`src/rtl/aexm_ifetch.sv`:
```
// Instruction fetch stage: icache request/ack handshake, 2-entry prefetch queue, decode register.
// Define AEXM_IFETCH_PERF_EN to add saturating fetch/stall performance counters.
module aexm_ifetch #(
  parameter int          QAW  = 1,
  parameter logic [31:0] NOPW = 32'h80000000
) (
  input  logic        gclk,
  input  logic        grst_n,
  input  logic        x_en,
  input  logic        d_en,
  input  logic [31:0] aexm_icache_precycle_addr,
  input  logic        dSKIP,
  output logic        icache_req,
  output logic [29:0] icache_addr,
  input  logic        icache_ack,
  input  logic [31:0] icache_dat,
  output logic [31:0] xIREG,
  output logic [5:0]  rOPC,
  output logic [4:0]  rRD,
  output logic [4:0]  rRA,
  output logic [4:0]  rRB,
  output logic [31:0] rSIMM,
  output logic        fetch_stall
`ifdef AEXM_IFETCH_PERF_EN
  ,
  output logic [31:0] perf_fetch_cnt,
  output logic [31:0] perf_stall_cnt
`endif
);
  localparam int QD = 1 << QAW;
  localparam logic [QAW:0] CNT_FULL = {1'b1, {QAW{1'b0}}};
  localparam logic [5:0] OPC_IMM = 6'o54;

  typedef enum logic {IDLE = 1'b0, REQ = 1'b1} state_t;

  state_t         state_q, state_d;
  logic [29:0]    addr_q, addr_d, pend_addr_q, pend_addr_d;
  logic           pend_valid_q, pend_valid_d;
  logic           drop_q, drop_d;
  logic [31:0]    q_mem_q [QD];
  logic [QAW-1:0] rd_ptr_q, rd_ptr_d, wr_ptr_q, wr_ptr_d;
  logic [QAW:0]   cnt_q, cnt_d;
  logic [31:0]    xireg_q, xireg_d, rsimm_q, rsimm_d;
  logic           stall_q, stall_d, imm_q, imm_d;
  logic [15:0]    imm_hi_q, imm_hi_d;

  logic        ack_in_req, push_acc, load, pop, bypass, enq, f_real;
  logic        have_addr, issue;
  logic [31:0] f_word;
  logic [29:0] want_addr;
  logic        unused_addr_bits;

  assign unused_addr_bits = ^aexm_icache_precycle_addr[1:0];

  always_comb begin
    ack_in_req = (state_q == REQ) && icache_ack;
    // A dropped response (stale after a squash) never reaches the queue.
    push_acc   = ack_in_req && !drop_q && !dSKIP;
    load       = d_en && !dSKIP;
    pop        = load && (cnt_q != '0);
    bypass     = load && (cnt_q == '0) && push_acc;
    enq        = push_acc && !bypass;
    f_real     = pop || bypass;
    f_word     = pop ? q_mem_q[rd_ptr_q] : (bypass ? icache_dat : NOPW);

    cnt_d    = dSKIP ? '0 : cnt_q + (QAW+1)'(enq) - (QAW+1)'(pop);
    rd_ptr_d = dSKIP ? '0 : rd_ptr_q + QAW'(pop);
    wr_ptr_d = dSKIP ? '0 : wr_ptr_q + QAW'(enq);

    xireg_d  = xireg_q;
    rsimm_d  = rsimm_q;
    stall_d  = 1'b0;
    imm_d    = imm_q;
    imm_hi_d = imm_hi_q;
    if (dSKIP) begin
      xireg_d = NOPW;
      rsimm_d = '0;
      imm_d   = 1'b0;
    end else if (load) begin
      xireg_d = f_word;
      stall_d = !f_real;
      rsimm_d = imm_q ? {imm_hi_q, f_word[15:0]} : {{16{f_word[15]}}, f_word[15:0]};
      // Bubbles leave the IMM prefix untouched so it survives stalls.
      if (f_real) begin
        imm_d    = (f_word[31:26] == OPC_IMM);
        imm_hi_d = f_word[15:0];
      end
    end

    have_addr = x_en || (pend_valid_q && !dSKIP);
    want_addr = x_en ? aexm_icache_precycle_addr[31:2] : pend_addr_q;
    issue     = ((state_q == IDLE) || ack_in_req) && have_addr && (cnt_d != CNT_FULL);

    state_d      = state_q;
    addr_d       = addr_q;
    pend_valid_d = pend_valid_q;
    pend_addr_d  = pend_addr_q;
    drop_d       = drop_q;
    if (ack_in_req) state_d = IDLE;
    if (ack_in_req) drop_d = 1'b0;
    else if (dSKIP && (state_q == REQ)) drop_d = 1'b1;
    if (dSKIP) pend_valid_d = 1'b0;
    if (issue) begin
      state_d      = REQ;
      addr_d       = want_addr;
      pend_valid_d = 1'b0;
    end else if (x_en) begin
      pend_valid_d = 1'b1;
      pend_addr_d  = aexm_icache_precycle_addr[31:2];
    end
  end

  always_ff @(posedge gclk or negedge grst_n) begin
    if (!grst_n) begin
      state_q      <= IDLE;
      addr_q       <= '0;
      pend_addr_q  <= '0;
      pend_valid_q <= 1'b0;
      drop_q       <= 1'b0;
      rd_ptr_q     <= '0;
      wr_ptr_q     <= '0;
      cnt_q        <= '0;
      xireg_q      <= NOPW;
      rsimm_q      <= '0;
      stall_q      <= 1'b0;
      imm_q        <= 1'b0;
      imm_hi_q     <= '0;
    end else begin
      state_q      <= state_d;
      addr_q       <= addr_d;
      pend_addr_q  <= pend_addr_d;
      pend_valid_q <= pend_valid_d;
      drop_q       <= drop_d;
      rd_ptr_q     <= rd_ptr_d;
      wr_ptr_q     <= wr_ptr_d;
      cnt_q        <= cnt_d;
      xireg_q      <= xireg_d;
      rsimm_q      <= rsimm_d;
      stall_q      <= stall_d;
      imm_q        <= imm_d;
      imm_hi_q     <= imm_hi_d;
    end
  end

  always_ff @(posedge gclk) begin
    if (enq) q_mem_q[wr_ptr_q] <= icache_dat;
  end

  assign icache_req  = (state_q == REQ);
  assign icache_addr = addr_q;
  assign xIREG       = xireg_q;
  assign rOPC        = xireg_q[31:26];
  assign rRD         = xireg_q[25:21];
  assign rRA         = xireg_q[20:16];
  assign rRB         = xireg_q[15:11];
  assign rSIMM       = rsimm_q;
  assign fetch_stall = stall_q;

`ifdef AEXM_IFETCH_PERF_EN
  logic [31:0] perf_fetch_q, perf_fetch_d, perf_stall_q, perf_stall_d;

  always_comb begin
    perf_fetch_d = perf_fetch_q;
    perf_stall_d = perf_stall_q;
    if (push_acc && (perf_fetch_q != '1)) perf_fetch_d = perf_fetch_q + 32'd1;
    if (stall_q && (perf_stall_q != '1)) perf_stall_d = perf_stall_q + 32'd1;
  end

  always_ff @(posedge gclk or negedge grst_n) begin
    if (!grst_n) begin
      perf_fetch_q <= '0;
      perf_stall_q <= '0;
    end else begin
      perf_fetch_q <= perf_fetch_d;
      perf_stall_q <= perf_stall_d;
    end
  end

  assign perf_fetch_cnt = perf_fetch_q;
  assign perf_stall_cnt = perf_stall_q;
`endif
endmodule

```
`config.mk`:
```
export PLATFORM = sky130hd
export DESIGN_NAME = aexm_ifetch
export DESIGN_NICKNAME = d
export VERILOG_FILES = /design/src/rtl/aexm_ifetch.sv
export SDC_FILE = /design/constraint.sdc
export NUM_CORES = 1
export LEC_CHECK = 0
export BUFFER_PORTS_ARGS = -buffer_cell sky130_fd_sc_hd__buf_4
export CORE_MARGIN = 2
export CORE_UTILIZATION = 56
export CTS_CLUSTER_DIAMETER = 50
export DETAILED_ROUTE_END_ITERATION = 16
export MAX_ROUTING_LAYER = met4
export PLACE_DENSITY_LB_ADDON = 0.1
export SLEW_MARGIN = 20
export SYNTH_ARGS = -nofsm -noshare
export SYNTH_HDL_FRONTEND = slang
export SYNTH_SLANG_ARGS = --single-unit
```
`constraint.sdc`:
```
create_clock -name gclk -period 7.01 [get_ports gclk]
set_input_delay 1.0515 -clock gclk [delete_from_list [all_inputs] [get_ports gclk]]
set_output_delay 1.0515 -clock gclk [all_outputs]
set_load 0.01 [all_outputs]
```
# Word-level counts from Yosys, hierarchy flattened
# Memory sizes are Yosys's and may differ from the RTL's.
# Index checks and enable logic that the tools add are counted.
[op_classes]
add_sub_neg = 4
eq_ne = 2
n_mux = 25
n_bitwise = 2
reduce_logical = 28
[ops]
columns = ["operator", "n"]
rows = [
  ["32-bit two-way mux", 7],
  ["30-bit two-way mux", 1],
  ["1-bit two-way mux", 16],
  ["1-bit logical AND", 12],
  ["2-bit nonzero test", 5],
  ["6-bit == test (second input constant)", 1],
  ["1-bit logical NOT", 4],
  ["1-bit logical OR", 3],
  ["3-bit AND reduction", 1],
  ["3-bit nonzero test", 1],
  ["1-bit adder", 2],
  ["2-bit by 1-bit adder with 2-bit output", 1],
  ["2-bit logical NOT", 1],
  ["2-bit two-way mux", 1],
  ["2-bit inequality test (second input constant)", 1],
  ["1-bit inverter", 2],
  ["2-bit AND reduction", 1],
  ["2-bit by 1-bit subtractor with 2-bit output", 1],
]
[totals]
register_bits = 149
ramBits = 64
output_inout_bits = 117
wordCells = 75
mem_count = 1
[memory_table]
columns = ["name", "words", "word_bits", "read_ports", "rd_ports_with_merged_regs", "write_ports", "line_no", "rtl"]
rows = [
  ["q_mem_q", 2, 32, 1, 0, 1, "40", "logic [31:0] q_mem_q [QD];"],
]

# Logic depth before layout (Yosys ltp)
# Gate-level depths: netlist (run 1).
[depth]
ltp_word = 12
depth_mapped = 11

# Worst setup path before layout (run 1)
# OpenSTA, ideal clock, no wires.
[synth_path]
path_kind = "input to register"
start = "in dSKIP"
end = "reg pend_addr_q[19]"
setup_ns = 0.125
arrival_ns = 3.087
required_time_ns = 6.885
slack_ns = 3.798
cell_stages = 10
path_buffers = 1
path_cell_list = "and4bb_2 -> nand2_1 -> ha_1 -> inv_1 -> ha_1 -> xnor3_1 -> o32a_1 -> nor2b_2 -> buf_4 -> mux2_2"
[synth_between]
elab_chain_len = 11
[synth_lines]
columns = ["element", "line_no", "rtl"]
rows = [
  ["start: declaration", "12", "input logic dSKIP,"],
  ["1-bit logical NOT", "58, 59, 90", ""],
  ["1-bit logical AND", "59", "load = d_en && !dSKIP;"],
  ["1-bit logical AND (2 in series)", "61", "bypass = load && (cnt_q == '0) && push_acc;"],
  ["1-bit logical NOT", "62", "enq = push_acc && !bypass;"],
  ["1-bit logical AND", "62", ""],
  ["2-bit by 1-bit adder with 2-bit output", "66", "cnt_d = dSKIP ? '0 : cnt_q + (QAW+1)'(enq) - (QAW+1)'(pop);"],
  ["2-bit by 1-bit subtractor with 2-bit output", "66", ""],
  ["2-bit two-way mux", "66", ""],
  ["2-bit inequality test", "92", "issue = ((state_q == IDLE) || ack_in_req) && have_addr && (cnt_d != CNT_FULL);"],
  ["1-bit logical AND *", "92", ""],
  ["end signal: assignment", "131", "pend_addr_q <= pend_addr_d;"],
  ["end: declaration", "37", "logic [29:0] addr_q, addr_d, pend_addr_q, pend_addr_d;"],
]
# Mark *: on every way between the ends. The rest lies on a longest branch, timed or not.
# A chain may end at the register's enable or synchronous reset.

# Worst setup path after layout (run 1)
[layout_path]
start = "in dSKIP"
end = "reg addr_q[29] (netlist: icache_addr[29])"
[layout_between]
elab_chain_len = 11
[layout_lines]
columns = ["element", "line_no", "rtl"]
rows = [
  ["1-bit logical NOT", "58, 59, 90", ""],
  ["1-bit logical AND", "59", ""],
  ["1-bit logical AND (2 in series)", "61", ""],
  ["1-bit logical NOT", "62", ""],
  ["1-bit logical AND", "62", ""],
  ["2-bit by 1-bit adder with 2-bit output", "66", ""],
  ["2-bit by 1-bit subtractor with 2-bit output", "66", ""],
  ["2-bit two-way mux", "66", ""],
  ["2-bit inequality test", "92", ""],
  ["1-bit logical AND *", "92", ""],
  ["end signal: assignment", "130", "addr_q <= addr_d;"],
  ["end: declaration", "37", ""],
]
# Marks and branches as above.

==> results of run 1 <==
area by class of cell:
type	count	area (µm²)
fillers	1026	4400
repair buffers	191	1450
clock inverters	13	106.4
flip-flops and latches	197	5253
clock buffers	19	442.9
well taps	184	230.2
multi-input cells	281	2621
inverters	8	30.03
power groups by stage:
stage	clock (mW)	combinational [mW]	sequential, mW
after floorplan	0	0.375	1.54
after global placement	0	0.628	1.53
after detailed placement	0	0.649	1.54
after CTS	0.928	0.651	1.52
after global routing	0.974	0.691	1.55
final	0.907	0.640	1.52
metal layers:
| metal | track usage, % | routed length (µm) |
|---|---|---|
| met4 | 6.076 | 117 |
| met3 | 6.245 | 977 |
| met5 | - | 0 |
| met1 | 28.17 | 7074 |
| met2 | 37.04 | 8610 |
worst max-delay path: cells and delay by family:
kind                       cells  cell delay [ns]
AOI/OAI and AO/OA              1             0.21
and+or+nand+nor                3             0.60
adders and majority gates      2             0.44
muxes                          1             0.40
buffers and inverters          3             0.69
xor gates and xnor gates       1             0.22
stage by stage:
step	cell area [µm²]	worst slack (ns)
after detailed placement	9584	3.249
after global placement	9564	3.272
after global routing	10130	3.484
after floorplan	8310	3.798
final	10130	3.703
after CTS	10130	3.701
Yosys cell counts, types with 4 or more instances:
| library cell | instances | area (µm²) |
|---|---|---|
| dfrtp_1 | 132 | 3303 |
| edfxtp_1 | 64 | 1922 |
| mux2_2 | 60 | 675.7 |
| buf_4 | 40 | 300.3 |
| a21o_1 | 32 | 240.2 |
| mux2i_1 | 31 | 310.3 |
| mux2_4 | 29 | 435.4 |
| nor2_1 | 23 | 86.33 |
| a22o_1 | 17 | 148.9 |
| nand2b_1 | 17 | 106.4 |
| a221o_1 | 15 | 150.1 |
| clkbuf_1 | 15 | 56.30 |
| o2bb2ai_1 | 15 | 131.4 |
| inv_1 | 8 | 30.03 |
| nand2_1 | 8 | 30.03 |
| buf_2 | 5 | 25.02 |
| ha_1 | 4 | 50.05 |
sequential cells by signal (all words and copies together) (netlist names):
register and count:
icache_req 1, drop_q 1, rSIMM 16, pend_valid_q 1, pend_addr_q 30, fetch_stall 1, wr_ptr_q 1, cnt_q 2
rd_ptr_q 1, imm_q 1, imm_hi_q 16, xIREG 32, q_mem_q 64, icache_addr 30
worst max-delay path by stage:
stage | from | endpoint | depth (start not counted)
global route | dSKIP | pend_addr_q[12]$_DFFE_PN0N_ | 12
detailed placement | dSKIP | pend_addr_q[22]$_DFFE_PN0N_ | 12
floorplan | dSKIP | pend_addr_q[19]$_DFFE_PN0N_ | 10
global placement | dSKIP | icache_addr[29]$_DFFE_PN0P_ | 11
CTS | dSKIP | pend_addr_q[10]$_DFFE_PN0N_ | 12
finish | dSKIP | icache_addr[29]$_DFFE_PN0P_ | 11
cells by family after synthesis:
family	after synthesis	synth area share (%)
mux	122	17.37
fa+ha+maj	4	0.6023
compound gates	91	9.048
simple gates	62	3.914
buf+inv	74	5.495
flops	197	63.19
xor+xnor	2	0.3764
==> metrics.txt, run 1 <==
Synth-to-Final Area Change 21.94%; Slew Limit Fails 0; CTS Buf Count 17; Syn Std Cell Area approximately 0.0083 mm²; worst vdd ir around 0.20 mV; Core Util, Final between 60% and 70%; initial antenna violation count 0; status finished clean; YS warnings 0; # IOs 187; PortBufs approximately 180; vias per cell around 5.5; RSZ-0062 raised after global routing false; clock share of power around 30%; register share of total power roughly 50%; crit path kind input pin to flip-flop; worst reg-to-reg path cell count 11; Setup crit end kind flip-flop; Seq/Total Area, Yosys between 60% and 70%; Starting Density between 50% and 60%; gr ovfl total 0; post-cts sizing count 0; die footprint 0.01583 mm²; ANT cells 0; Routed Antenna Nets 0; CTS tree yes; Logic pwr share 20.9%; library cells used by synthesis 42; Leakage Power roughly 4.7 nW; WL/cell around 19 µm; Synth Instances around 550; Nets just under 800; CP startpoint kind input pin; Hold Startpoint imm_hi_q[8]$_DFFE_PN0P_; minimum clock period about 3.3 ns; CTS sink count 197; Final Setup Violations 0; FFs w/ async S/R, synth between 60% and 70%; TritonRoute pass-1 iters 5; H-tree Lvls 4; Skew-Pair Late Insertion Delay between 0.4 and 0.5 ns; R2R Path Start cnt_q[1]$_DFF_PN0_; Post-Route WL roughly 17000 µm; ys flop type dfrtp_1; Sw Ratio between 20% and 30%; hold crit path type flip-flop to flip-flop; slew at the pin closest to its max-slew limit 1.129 ns; Max Cap Violations 0; CORE AREA between 0.01 and 0.015 mm²; # hold bufs at CTS 0; Max stage delay on crit path between 0.4 and 0.5 ns; Setup Total Neg Slack 0 ns; DRC viols 0; synthesis-stage register bit count 197; 1st-iter DRT viols about 300; maximum buffer depth of the clock tree 2; syn avg cell area 15.06 µm²; all-layer global routing usage 22.64%; worst endpoint required time roughly 7.3 ns; most frequent cells in the layout 189 x buf_4, 131 x dfrtp_1, 64 x edfxtp_1, 60 x mux2_2, 32 x a21o_1; Die Width between 100 and 150 µm; Clk pin slew, worst setup/hold paths ~0.070 ns; row cnt 44; most common cell after layout, fill and taps aside buf_4; setup slack on the worst flop-to-flop path about 4.0 ns; Hold Path Depth 1; largest net degree at the start of global routing 73; r2r endpoint icache_addr[29]$_DFFE_PN0P_; clk_skew approximately 0.010 ns; Via Count between 4000 and 5000; postcts setup bufs 0; Root Buffer clkbuf_16; CP Cell Sequence buf_4, and4bb_2, nand2_1, ha_1, inv_1, ha_1, xnor3_1, o32a_1, nor2b_4, buf_4, mux2_2; final period utilization between 40% and 50%; placed instance count approximately 860; Non-Filler Instances ~890; RePlAce Congestion 0.7578; DPL Wire Length between 10000 and 15000 µm; Die Ht 125.8 µm; critical path arrival between 3 and 4 ns; Slew HR about a quarter; Post-Synthesis Net Count roughly 630; CP Max Fanout 31; WHS 0.4686 ns; CP max stage cell buf_4; Hold Violations, Final 0; Psw 775.8 µW; FMAX ~300 MHz; vias in the first global route approximately 5200; number of flops mapped to enable cells by yosys 64; PwrDens between 300 and 400 mW/mm²; Int Pwr ~2.3 mW; overall power between 3 and 4 mW; Hold EP imm_hi_q[8]$_DFFE_PN0P_; first-pass GRT wire length about 27000 µm; fraction of layout cells with a size suffix above 1 a little under half
No activity file was read; power rests on OpenSTA's default activity.
==> run 2, diff against run 1 <==
CORE_UTILIZATION = 49   (was 56)
clock period = 2.8 ns   (was 7.01 ns; I/O delays follow)
==> run 2 against run 1 <==
Net effect:
- power grew to 2.7 times the previous value
- largest power group unchanged
- utilization is 5.2 points lower
- die area is 14% higher
- highest routed layer unchanged
- clock power grew to 2.8 times the previous value
- via count is 2.1% higher
- critical path type is now flip-flop to flip-flop
- cell count is 6.8% higher
- clock skew is 0.0019 ns higher
- setup slack worse by 3.6 ns
- non-clock buffer count is 25 higher
- cell area is 5.7% higher
==> metrics.txt, run 2 (synthesis gave the netlist of run 1 again) <==
status finished clean; met3 Resource Use GR under 10%; Hold Violations, Final 0; Final Setup Violations 0; first-pass GRT wire length 27280 µm; TritonRoute pass-1 iters 4; FMAX about 370 MHz; Max Cap Violations 0; final period utilization a little over nine tenths; slew at the pin closest to its max-slew limit roughly 0.74 ns; CTS Buf Count 17; gr ovfl total 0; PwrDens between 700 and 800 mW/mm²; CTS sink count between 150 and 200; hold crit path type input pin to flip-flop; row cnt 47; H-tree Lvls 4; # IOs 187; die footprint around 0.018 mm²; Starting Density about 50%; worst vdd ir about 0.45 mV; most common cell after layout, fill and taps aside buf_4; worst endpoint required time 3.10 ns; clk_skew approximately 0.012 ns; Non-Filler Instances roughly 950; fraction of layout cells with a size suffix above 1 between 40% and 50%; CTS tree yes; Post-Route WL around 18000 µm; most frequent cells in the layout 203 x buf_4, 131 x dfrtp_1, 64 x edfxtp_1, 53 x mux2_4, 38 x mux2_2; CP startpoint kind flip-flop; crit path kind flip-flop to flip-flop; Nets about 800; DRC viols 0; Routed Antenna Nets 0; minimum clock period approximately 2.7 ns; initial antenna violation count 0; maximum buffer depth of the clock tree 2; busiest grt layer met2; Slew Limit Fails 0; Root Buffer clkbuf_16; ANT cells 0; CORE AREA ~0.017 mm²; area of the multi-input gates roughly 0.0028 mm²; post-route setup slack between 0.06 and 0.07 ns; met2 usage about a third; largest net degree at the start of global routing 60; Die Width about 130 µm; Clk pin slew, worst setup/hold paths around 0.070 ns; Largest Register q_mem_q; Skew-Pair Late Insertion Delay between 0.4 and 0.5 ns; RePlAce Congestion 0.7626; Core Util, Final around 65%; vias per cell approximately 5.3; Via Count between 5000 and 6000; critical path arrival 3.03 ns; Placement Setup Slack -0.07628 ns; Synth-to-Final Area Change 28.83%; 1st-iter DRT viols about 280; WHS between 0.15 and 0.2 ns; FILL cells between 1000 and 1500; DPL Wire Length 11750 µm; Slew HR between 50% and 60%; Die Ht between 100 and 150 µm; all-layer global routing usage between 20% and 30%; CP Max Fanout 6; overall power 8.182 mW; WL/cell about 19 µm; Setup crit end kind flip-flop; met1 GRT Util roughly 25%; vias in the first global route 5286; placed instance count about 910; Seq. cell area around 0.0053 mm²; number of flip-flops under the largest register name 64; Leakage Power between 4 and 5 nW; PortBufs 184
==> run 2: per-stage QoR <==
| step | instance area, µm² | TNS [ns] |
|---|---|---|
| after CTS | 10440 | 0 |
| after floorplan | 8310 | 0 |
| final | 10710 | 0 |
| after global routing | 10710 | -0.4880 |
| after detailed placement | 9784 | -1.706 |
| after global placement | 9784 | -0.8718 |
==> run 2: where the power goes <==
group          switching (mW)  internal, mW
Combinational           0.670          1.15
Clock                    1.03          1.54
Sequential              0.306          3.49
Total                    2.01          6.18
==> run 2: routing by layer <==
| layer | vias to the layer above | share of wire, % |
|---|---|---|
| met4 | 0 | 1.0 |
| li1 | 2319 | - |
| met5 | - | 0 |
| met1 | 2606 | 42 |
| met2 | 121 | 52 |
| met3 | 14 | 4.6 |
==> run 2: worst max-delay path: stages, from the launching register on <==
cell	delay [ns]
dfrtp_1	0.39
or2_4	0.28
nand2_2	0.09
inv_2	0.05
ha_4	0.23
inv_2	0.04
ha_2	0.15
xnor3_1	0.22
o32a_1	0.42
nor2b_4	0.16
buf_12	0.14
clkbuf_16	0.16
mux2_4	0.30
==> run 2: timing repair <==
| action | CTS | global route |
|---|---|---|
| pin swaps | 0 | 6 |
| hold endpoints to repair | 36 | 0 |
| endpoints found under the setup margin | 17 | 51 |
| cloned | 0 | 3 |
| buffers inserted | 0 | 7 |
| hold buffers | 1 | 0 |
| gates resized for setup | 1 | 38 |
==> run 2: layout make-up <==
class / count / area share (%)
sequential: 197 / 49.06
multi-input combinational: 281 / 25.70
timing repair buffer: 216 / 16.42
clock buffer: 23 / 4.978
clock inverter: 9 / 0.9933
tap: 220 / 2.571
inverter: 8 / 0.2805
==> run 2: path summary, 6_finish.rpt <==
path | start | end | slack (ns) | depth (start not counted)
min in group asynchronous | grst_n | xIREG[21]$_DFFE_PN0P_ | 0.52 | 2
min reg2reg | imm_hi_q[5]$_DFFE_PN0P_ | imm_hi_q[5]$_DFFE_PN0P_ | 0.47 | 1
max | cnt_q[0]$_DFF_PN0_ | pend_addr_q[24]$_DFFE_PN0N_ | 0.06 | 12
max reg2reg | cnt_q[0]$_DFF_PN0_ | pend_addr_q[24]$_DFFE_PN0N_ | 0.06 | 12
max in group asynchronous | grst_n | pend_valid_q$_DFFE_PN0P_ | 1.41 | 3
min | icache_dat[4] | q_mem_q[0][4]$_DFFE_PP_ | 0.19 | 1
==> run 3, diff against run 2 <==
BUFFER_PORTS_ARGS = not set   (was -buffer_cell sky130_fd_sc_hd__buf_4)
CORE_UTILIZATION = 56   (was 49)
DONT_BUFFER_PORTS = 1   (was not set)
==> run 3 against run 2 <==
Net effect:
- the flow now finishes with violations (hold timing)
- non-clock buffer count decreased by 190
- global-route usage increased by 1.1 points
- largest power group unchanged
- critical endpoint is now pend_addr_q[11]$_DFFE_PN0N_
- clock-buffer cell count decreased by 2
- sequential power increased by 4%
- clock skew decreased by 0.0012 ns
- via count decreased by 14%
- first-iteration DRC count decreased by 17%
- die area decreased by 12%
- combinational power decreased by 42%
- sequential cell count unchanged
- setup slack improved by 0.030 ns
- sequential share of layout area increased by 9.2 points
==> metrics.txt, run 3 (synthesis gave the netlist of run 1 again) <==
status complete, but fails checks; Max stage delay on crit path approximately 0.4 ns; DPL Wire Length just under 10000 µm; Root Buffer clkbuf_16; Via Count 4339; Slew HR a little under half; Setup crit end kind flip-flop; crit path kind flip-flop to flip-flop; slew at the pin closest to its max-slew limit ~0.79 ns; 1st-iter DRT viols approximately 230; Post-Route WL between 15000 and 20000 µm; Final Setup Violations 0; WHS -0.3174 ns; Die Width around 130 µm; fraction of layout cells with a size suffix above 1 roughly 30%; DRC viols 0; Slew Limit Fails 0; worst reg-to-reg path cell count 12; gr ovfl total 0; maximum buffer depth of the clock tree 2; CP Cell Sequence or2_4, nand2_4, inv_2, ha_4, inv_1, ha_2, xnor3_1, o32a_1, nor2b_4, buf_6, clkbuf_16, mux2_2; most common cell after layout, fill and taps aside dfrtp_1; hold crit path type input pin to async pin; CORE AREA 0.01453 mm²; critical path arrival 3.02 ns; RePlAce Congestion ~0.73; CP startpoint kind flip-flop; Routed Antenna Nets 0; Nets slightly above 600; Core Util, Final 62.06%; PortBufs 0; FMAX 369.6 MHz; Synth-to-Final Area Change 8.537%; PwrDens 806.2 mW/mm²; initial antenna violation count 0; Leakage Power approximately 3.9 nW; most frequent cells in the layout 131 x dfrtp_1, 64 x edfxtp_1, 58 x mux2_2, 32 x a21o_1; CP Max Fanout 6; worst endpoint required time 3.11 ns; CTS Buf Count 17; clk_skew around 0.011 ns; all-layer global routing usage a little over a fifth; vias in the first global route roughly 4700; vias per cell roughly 6; ANT cells 0; Max Cap Violations 0; die footprint between 0.015 and 0.02 mm²; Skew-Pair Late Insertion Delay approximately 0.43 ns; Clk pin slew, worst setup/hold paths ~0.070 ns; number of flip-flops under the largest register name 64; minimum clock period approximately 2.7 ns; Starting Density 57.18%; row cnt 44; failing checks hold timing; Largest Register q_mem_q; Hold Violations, Final 133; worst vdd ir roughly 0.42 mV; CTS tree yes; # IOs 187; first-pass GRT wire length 25270 µm; TritonRoute pass-1 iters 4; final period utilization between 90% and 100%; H-tree Lvls 4; CTS sink count between 150 and 200; largest net degree at the start of global routing 134; CP max stage cell dfrtp_1; WL/cell around 22 µm; Die Ht roughly 130 µm
-- run 3: cell types whose count changed in the layout (fill, tap and decap cells not counted), sizes merged --
cell and delta:
clkinv +2, dlygate4sd3 -1, inv +2, buf -188
clkbuf -3, bufinv -2
-- run 3: cell type report --
type | count | area, µm²
inverters | 8 | 30.03
fillers | 1108 | 5514
flip-flops and latches | 197 | 5253
multi-input cells | 281 | 2666
clock inverters | 11 | 68.82
clock buffers | 21 | 481.7
well taps | 184 | 230.2
repair buffers | 26 | 290.3
-- run 3: worst paths after layout --
check                                        startpoint  slack (ns)                           to
max in group asynchronous                        grst_n        2.81        xIREG[31]$_DFFE_PN1P_
min in group gclk                                 dSKIP        0.06           rd_ptr_q$_DFF_PN0_
worst max-delay path                 cnt_q[0]$_DFF_PN0_        0.09  pend_addr_q[11]$_DFFE_PN0N_
worst min-delay path                             grst_n       -0.32        xIREG[25]$_DFFE_PN0P_
worst min register to register  imm_hi_q[1]$_DFFE_PN0P_        0.47      imm_hi_q[1]$_DFFE_PN0P_
worst max register to register       cnt_q[0]$_DFF_PN0_        0.09  pend_addr_q[11]$_DFFE_PN0N_
-- run 3: repair_timing --
item / 4_1_cts / 5_1_grt
pin swaps: 1 / 5
gates cloned: 1 / 1
resized for setup: 3 / 11
endpoints found under the setup margin: 19 / 58
endpoints found under the hold margin: 133 / 133
setup buffers: 4 / 4
-- run 3: stage by stage --
stage / setup TNS [ns] / setup slack [ns] / std cells / instance area (µm²) / power, mW
4_1_cts: 0 / 0.005681 / 723 / 8922 / 7.311
3_5_place_dp: 0 / 0.0009768 / 686 / 8307 / 4.992
2_1_floorplan: 0 / 0.1486 / 552 / 8310 / 4.800
5_1_grt: -0.04059 / -0.01336 / 728 / 9020 / 7.609
6_report: 0 / 0.09402 / 728 / 9020 / 7.271
3_3_place_gp: 0 / 0.06649 / 686 / 8304 / 4.937
-- run 3: report_power, final --
part,internal [mW],switching (mW)
Combinational,0.713,0.337
Clock,1.24,1.05
Sequential,3.49,0.443
-- run 3: critical path, delay by kind of cell (launching register included) --
family                   cells  cell delay, ns
AO/OA/AOI/OAI                1            0.37
AND/OR/NAND/NOR              3            0.51
flip-flops                   1            0.41
buffers and inverters        4            0.37
multiplexers                 1            0.33
XOR/XNOR                     1            0.22
adder cells (fa/ha/maj)      2            0.37
-- run 3: per-layer routing --
layer | up-vias | global-route usage, % | wire length (µm)
met3 | 13 | 8.114 | 1282
li1 | 1939 | - | -
met5 | - | - | 0
met4 | 0 | 6.206 | 161
met1 | 2267 | 25.32 | 6451
met2 | 120 | 33.96 | 7938
